`src/rtl/regfile_pkg.sv`:
```
// regfile_pkg
//   Shared definitions for the register file slice: default data width and
//   depth, the address-width helper used to size address ports, and the
//   default-sized register address type.
package regfile_pkg;

  localparam int DEFAULT_DATA_W = 32;
  localparam int DEFAULT_DEPTH  = 32;

  // Address width for a register file of the given depth. A depth of 2
  // still needs one address bit, so the result is never below 1.
  function automatic int addr_w(input int depth);
    return (depth <= 2) ? 1 : $clog2(depth);
  endfunction

  localparam int DEFAULT_ADDR_W = addr_w(DEFAULT_DEPTH);

  typedef logic [DEFAULT_ADDR_W-1:0] reg_addr_t;

endpackage

```
`src/rtl/reg_scoreboard.sv`:
```
// reg_scoreboard
//   One pending-write (busy) bit per register, plus the combinational busy
//   lookup for the two read ports.
//
// Ports
//   clk                   rising-edge clock
//   rst                   asynchronous active-low reset, clears every bit
//   resv_en, resv_addr    reservation: sets the destination's bit
//   wr_en, wr_addr        writeback: clears the destination's bit
//   flush                 clears every bit (beats a same-cycle reservation)
//   rd_addr1, rd_addr2    read port addresses
//   busy1, busy2          busy flag of each read port's register
module reg_scoreboard
  import regfile_pkg::*;
#(
  parameter  int DEPTH  = DEFAULT_DEPTH,
  localparam int ADDR_W = addr_w(DEPTH)
) (
  input  logic              clk,
  input  logic              rst,
  input  logic              resv_en,
  input  logic [ADDR_W-1:0] resv_addr,
  input  logic              wr_en,
  input  logic [ADDR_W-1:0] wr_addr,
  input  logic              flush,
  input  logic [ADDR_W-1:0] rd_addr1,
  input  logic [ADDR_W-1:0] rd_addr2,
  output logic              busy1,
  output logic              busy2
);

  logic [DEPTH-1:0] busy_q;
  logic [DEPTH-1:0] busy_d;
  logic             clr1;
  logic             clr2;

  // Next busy vector. Later assignments override earlier ones, so the
  // order encodes priority: write clears, reservation sets over it, flush
  // clears everything, and register 0 is never marked busy.
  always_comb begin
    busy_d = busy_q;
    if (wr_en) busy_d[wr_addr] = 1'b0;
    if (resv_en) busy_d[resv_addr] = 1'b1;
    if (flush) busy_d = '0;
    busy_d[0] = 1'b0;
  end

  // Busy vector register; reset empties it without waiting for a clock.
  always_ff @(posedge clk or negedge rst) begin
    if (!rst) begin
      busy_q <= '0;
    end else begin
      busy_q <= busy_d;
    end
  end

  // A writeback landing on the read address this cycle resolves the
  // hazard early, unless a reservation of the same register re-arms it.
  assign clr1 = wr_en && (wr_addr == rd_addr1) &&
                !(resv_en && (resv_addr == rd_addr1));
  assign clr2 = wr_en && (wr_addr == rd_addr2) &&
                !(resv_en && (resv_addr == rd_addr2));

  assign busy1 = busy_q[rd_addr1] && !clr1;
  assign busy2 = busy_q[rd_addr2] && !clr2;

endmodule

```
`src/rtl/reg_file_sb.sv`:
```
// reg_file_sb
//   Two-read, one-write register file with a per-register pending-write
//   scoreboard. Register 0 is hardwired to zero.
//
// Configuration
//   REGFILE_BYPASS_EN  when defined, a same-cycle write to the addressed
//                      register (other than 0) is forwarded to the read
//                      data; otherwise reads show the stored value.
//
// Ports
//   clk                          rising-edge clock
//   rst                          asynchronous active-low reset
//   rd_addr1, rd_addr2           read addresses
//   rd_data1, rd_data2           combinational read data
//   busy1, busy2                 combinational pending-write flags
//   wr_en, wr_addr, wr_data      writeback port
//   resv_en, resv_addr           issue-stage reservation port
//   flush                        clears all pending flags, data is kept
module reg_file_sb
  import regfile_pkg::*;
#(
  parameter  int               DATA_W    = DEFAULT_DATA_W,
  parameter  int               DEPTH     = DEFAULT_DEPTH,
  parameter  logic [DATA_W-1:0] RESET_VAL = '0,
  localparam int               ADDR_W    = addr_w(DEPTH)
) (
  input  logic              clk,
  input  logic              rst,
  input  logic [ADDR_W-1:0] rd_addr1,
  input  logic [ADDR_W-1:0] rd_addr2,
  output logic [DATA_W-1:0] rd_data1,
  output logic [DATA_W-1:0] rd_data2,
  output logic              busy1,
  output logic              busy2,
  input  logic              wr_en,
  input  logic [ADDR_W-1:0] wr_addr,
  input  logic [DATA_W-1:0] wr_data,
  input  logic              resv_en,
  input  logic [ADDR_W-1:0] resv_addr,
  input  logic              flush
);

  logic [DATA_W-1:0] mem [DEPTH];

  // Register storage. Entry 0 is loaded with zero and never written, so
  // writes to it are simply dropped.
  always_ff @(posedge clk or negedge rst) begin
    if (!rst) begin
      for (int i = 0; i < DEPTH; i++) begin
        mem[i] <= (i == 0) ? '0 : RESET_VAL;
      end
    end else if (wr_en && (wr_addr != '0)) begin
      mem[wr_addr] <= wr_data;
    end
  end

  // Read port 1. The bypass is gated by rst so that a write strobe held
  // during reset cannot leak onto the read data.
  always_comb begin
    rd_data1 = mem[rd_addr1];
    if (rd_addr1 == '0) begin
      rd_data1 = '0;
    end
`ifdef REGFILE_BYPASS_EN
    if (rst && wr_en && (wr_addr == rd_addr1) && (rd_addr1 != '0)) begin
      rd_data1 = wr_data;
    end
`endif
  end

  // Read port 2, identical to port 1 and fully independent of it.
  always_comb begin
    rd_data2 = mem[rd_addr2];
    if (rd_addr2 == '0) begin
      rd_data2 = '0;
    end
`ifdef REGFILE_BYPASS_EN
    if (rst && wr_en && (wr_addr == rd_addr2) && (rd_addr2 != '0)) begin
      rd_data2 = wr_data;
    end
`endif
  end

  reg_scoreboard #(
    .DEPTH (DEPTH)
  ) u_scoreboard (
    .clk       (clk),
    .rst       (rst),
    .resv_en   (resv_en),
    .resv_addr (resv_addr),
    .wr_en     (wr_en),
    .wr_addr   (wr_addr),
    .flush     (flush),
    .rd_addr1  (rd_addr1),
    .rd_addr2  (rd_addr2),
    .busy1     (busy1),
    .busy2     (busy2)
  );

endmodule

```
`config.mk`:
```
export PLATFORM = sky130hd
export DESIGN_NAME = reg_file_sb
export DESIGN_NICKNAME = d
export VERILOG_FILES = /design/src/rtl/regfile_pkg.sv /design/src/rtl/reg_scoreboard.sv /design/src/rtl/reg_file_sb.sv
export SDC_FILE = /design/constraint.sdc
export NUM_CORES = 2
export LEC_CHECK = 0
export CORE_UTILIZATION = 50
export DETAILED_ROUTE_END_ITERATION = 10
export DONT_BUFFER_PORTS = 1
export SYNTH_ARGS = -nofsm -noshare
export SYNTH_HDL_FRONTEND = slang
export SYNTH_SLANG_ARGS = --single-unit
```
`constraint.sdc`:
```
create_clock -name clk -period 2.3 [get_ports clk]
set_input_delay 0.345 -clock clk [delete_from_list [all_inputs] [get_ports clk]]
set_output_delay 0.345 -clock clk [all_outputs]
set_load 0.02 [all_outputs]
```
==> key figures <==
Power and ir drop
  – Sequential Power Share: 44.7%
  – Power Internal: 40,100 µW
  – Static Leak: 0.02709 µW
  – Clock network power share: 34.4%
  – VDD IR max: 0.0006328 V
  – Net Sw Power: 14,490 µW
  – Comb pwr share: 20.9%
  – Power per cell area: 854.6 nW/µm²
  – Switching share of total power: 26.54%

STA
  – Unrepaired setup endpoints after global routing: true
  – Final Setup Violations: 66
  – Worst slew margin: 1.488%
  – Fin crit period: 2.830 ns
  – Hold Violations, Final: 80
  – Pins over their slew limit: 0
  – Hold WS: -0.4755 ns
  – Fmax: 353.4 MHz
  – Setup ws final: -0.5300 ns
  – Tightest Pin Transition: 1.478 ns
  – Setup Skew: 0 ns
  – Tcrit/Tclk final: 123.0%
  – Total Negative Setup Slacks: -19.33 ns

Yosys
  – Post-synth top area share: 47.17%
  – Mapped Area: 55,970 µm²
  – #FFs+latches synth: 1,055
  – Sequential element share of the synthesized area: 47.17%
  – Avg Cell Area, Syn: 15.21 µm²
  – Most frequent cell after synthesis: dfrtp_1
  – Asr flop ratio synth: 100.0%
  – Leading area contributor after synthesis: dfrtp_1
  – Syn Inst Count: 3,680
  – Top_reg_cell synth: dfrtp_1
  – YS warnings: 0
  – Main area contributors after synthesis: dfrtp_1 (47%), mux2_2 (20%), mux4_2 (20%)
  – Post-synth EDFFs: 0
  – Yosys cell types: 48
  – Most frequent cells after synthesis: dfrtp_1 (1,055), mux2_2 (1,010), mux4_2 (499)
  – Syn Nets: 3,737

Final layout
  – Non-Filler Instances: 5,221
  – Nets: 3,693
  – Post-route cell area: 63,870 µm²
  – FILL cells: 8,564
  – Area growth from synthesis to layout: 14.12%
  – Fraction of layout cells with a size suffix above 1: 56.71%

GRT
  – Total GRT Usage: 32.34%
  – Largest net degree at the start of global routing: 1,056
  – Number of global-route vias before repair: 37,925
  – GR Overflow Total: 0
  – Antenna violations before repair: 8
  – First-pass GRT wire length: 265.3 mm

Placement
  – Area after DPL: 57,970 µm²
  – Port bufs: 0
  – GP Congestion: 0.8071
  – Hpwl dp: 97.52 mm
  – Pre-CTS WS: -0.05651 ns
  – Placed cell count: 4,904

Routing
  – WL per Instance: 34.37 µm
  – DR pass1 iterations: 5
  – Drt via density: 6.818
  – DRT iter0 DRCs: 3,325
  – Routed wire length: 179.5 mm
  – Post-DRT Antenna Nets: 0
  – # DRC: 0
  – Via count: 35,595

Worst setup path
  – CP arrival: 2.49 ns
  – Critical path required time: 1.96 ns
  – Critical Path Fanout Max: 3
  – Setup crit start kind: flop
  – Endpoint class of the critical path: primary output
  – Critical path type: reg2out

Clock network
  – Reg clk slew, reported paths: 0.06 ns
  – Clk root buf: clkbuf_16
  – Clk sinks: 1,055
  – TritonCTS clock tree: built
  – # H-tree levels: 3
  – Clk_lat worst skew: 0.71 ns
  – Longest Clk Path Bufs: 3
  – CTS Buf Count: 117

Run status
  – Status: finished, violations left
  – Failing checks: hold timing, setup timing

Die
  – Core box area: 110,800 µm²
  – IO Pins: 123
  – Die Ht: 336.6 µm
  – Die W: 336.6 µm
  – FP Rows: 122
  – Die area: 113,300 µm²
  – Starting Density: 50.51%

Hold path
  – Hold crit path type: in2async

Run
  – Max cap viols: 0
power by group through the flow:
stage               combinational, µW  sequential [µW]  clock (µW)
floorplan                        8460            23800           0
finish                          11400            24400       18800
detailed placement               9710            24700           0
global placement                 9420            24200           0
CTS                             10800            24400       19000
global route                    12100            24900       19800
stage by stage:
stage	util, %	total power, µW
detailed placement	52.31	34450
global placement	52.31	33640
floorplan	-	32280
finish	57.64	54590
global route	57.63	56760
CTS	57.18	54200
path summary, 6_finish.rpt:
kind,from,to,slack [ns],cells past startpoint
max,u_scoreboard.busy_q[28]$_DFF_PN0_,busy2,-0.53,6
min,rst,mem[508]$_DFFE_PN0P_,-0.48,1
max reg2reg,u_scoreboard.busy_q[9]$_DFF_PN0_,u_scoreboard.busy_q[9]$_DFF_PN0_,1.00,3
min reg2reg,mem[992]$_DFFE_PN0P_,mem[992]$_DFFE_PN0P_,0.37,0
max in group asynchronous,rst,mem[601]$_DFFE_PN0P_,0.09,4
min in group clk,wr_addr[3],mem[928]$_DFFE_PN0P_,0.05,3
final cells by class:
type	count	area [µm²]	area share, %
Tap cell	1488	1862	2.915
Clock buffer	177	3485	5.455
Sequential cell	1055	26400	41.33
Inverter	2	7.507	0.01175
Timing Repair Buffer	270	3094	4.844
Multi-Input combinational cell	2190	28670	44.89
Clock inverter	34	341.6	0.5348
Antenna cell	5	12.51	0.01959
worst max-delay path, cell delays in order (launching register included):
cell,delay (ns)
dfrtp_1,0.40
mux4_2,0.46
mux2_4,0.30
a221oi_2,0.23
buf_4,0.16
a311oi_4,0.06
buf_6,0.18
cell families after synthesis:
group                     synth area share [%]
muxes                                    42.96
DFF                                      47.17
buffers and inverters                    3.709
AOI/OAI and AO/OA                        4.120
and+or+nand+nor                          1.732
xor gates and xnor gates                0.3130
cells in the final DEF, fill, tap and decap left out, drive strengths merged, types with 12 or more instances in the layout:
master       count
mux4           501
mux2i          129
mux2          1018
a21oi           27
nor2            39
o211ai          23
a31oi           32
o22ai           32
nand2           94
clkinv          23
clkbuf         177
o21ai           16
a22oi          125
buf            226
xnor2           12
dfrtp         1055
dlygate4sd3     44
a211o           41
and3            26
state kept, by name (all words and copies together), names as in the netlist:
signal,flops
mem,1024
u_scoreboard.busy_q,31
repair_timing:
action | 4_1_cts | 5_1_grt
hold buffers | 45 | 1
buffers inserted | 43 | 12
gates resized for setup | 185 | 43
endpoints found under the setup margin | 66 | 66
pin swaps | 69 | 48
cloned | 0 | 0
hold endpoints to repair | 2078 | 261
layer usage:
metal  wire, µm  track usage [%]
met2      82030            48.69
met1      76350            46.53
met3      15220            7.172
met5         25                0
met4       5848            11.05
No activity file was read; power rests on OpenSTA's default activity.
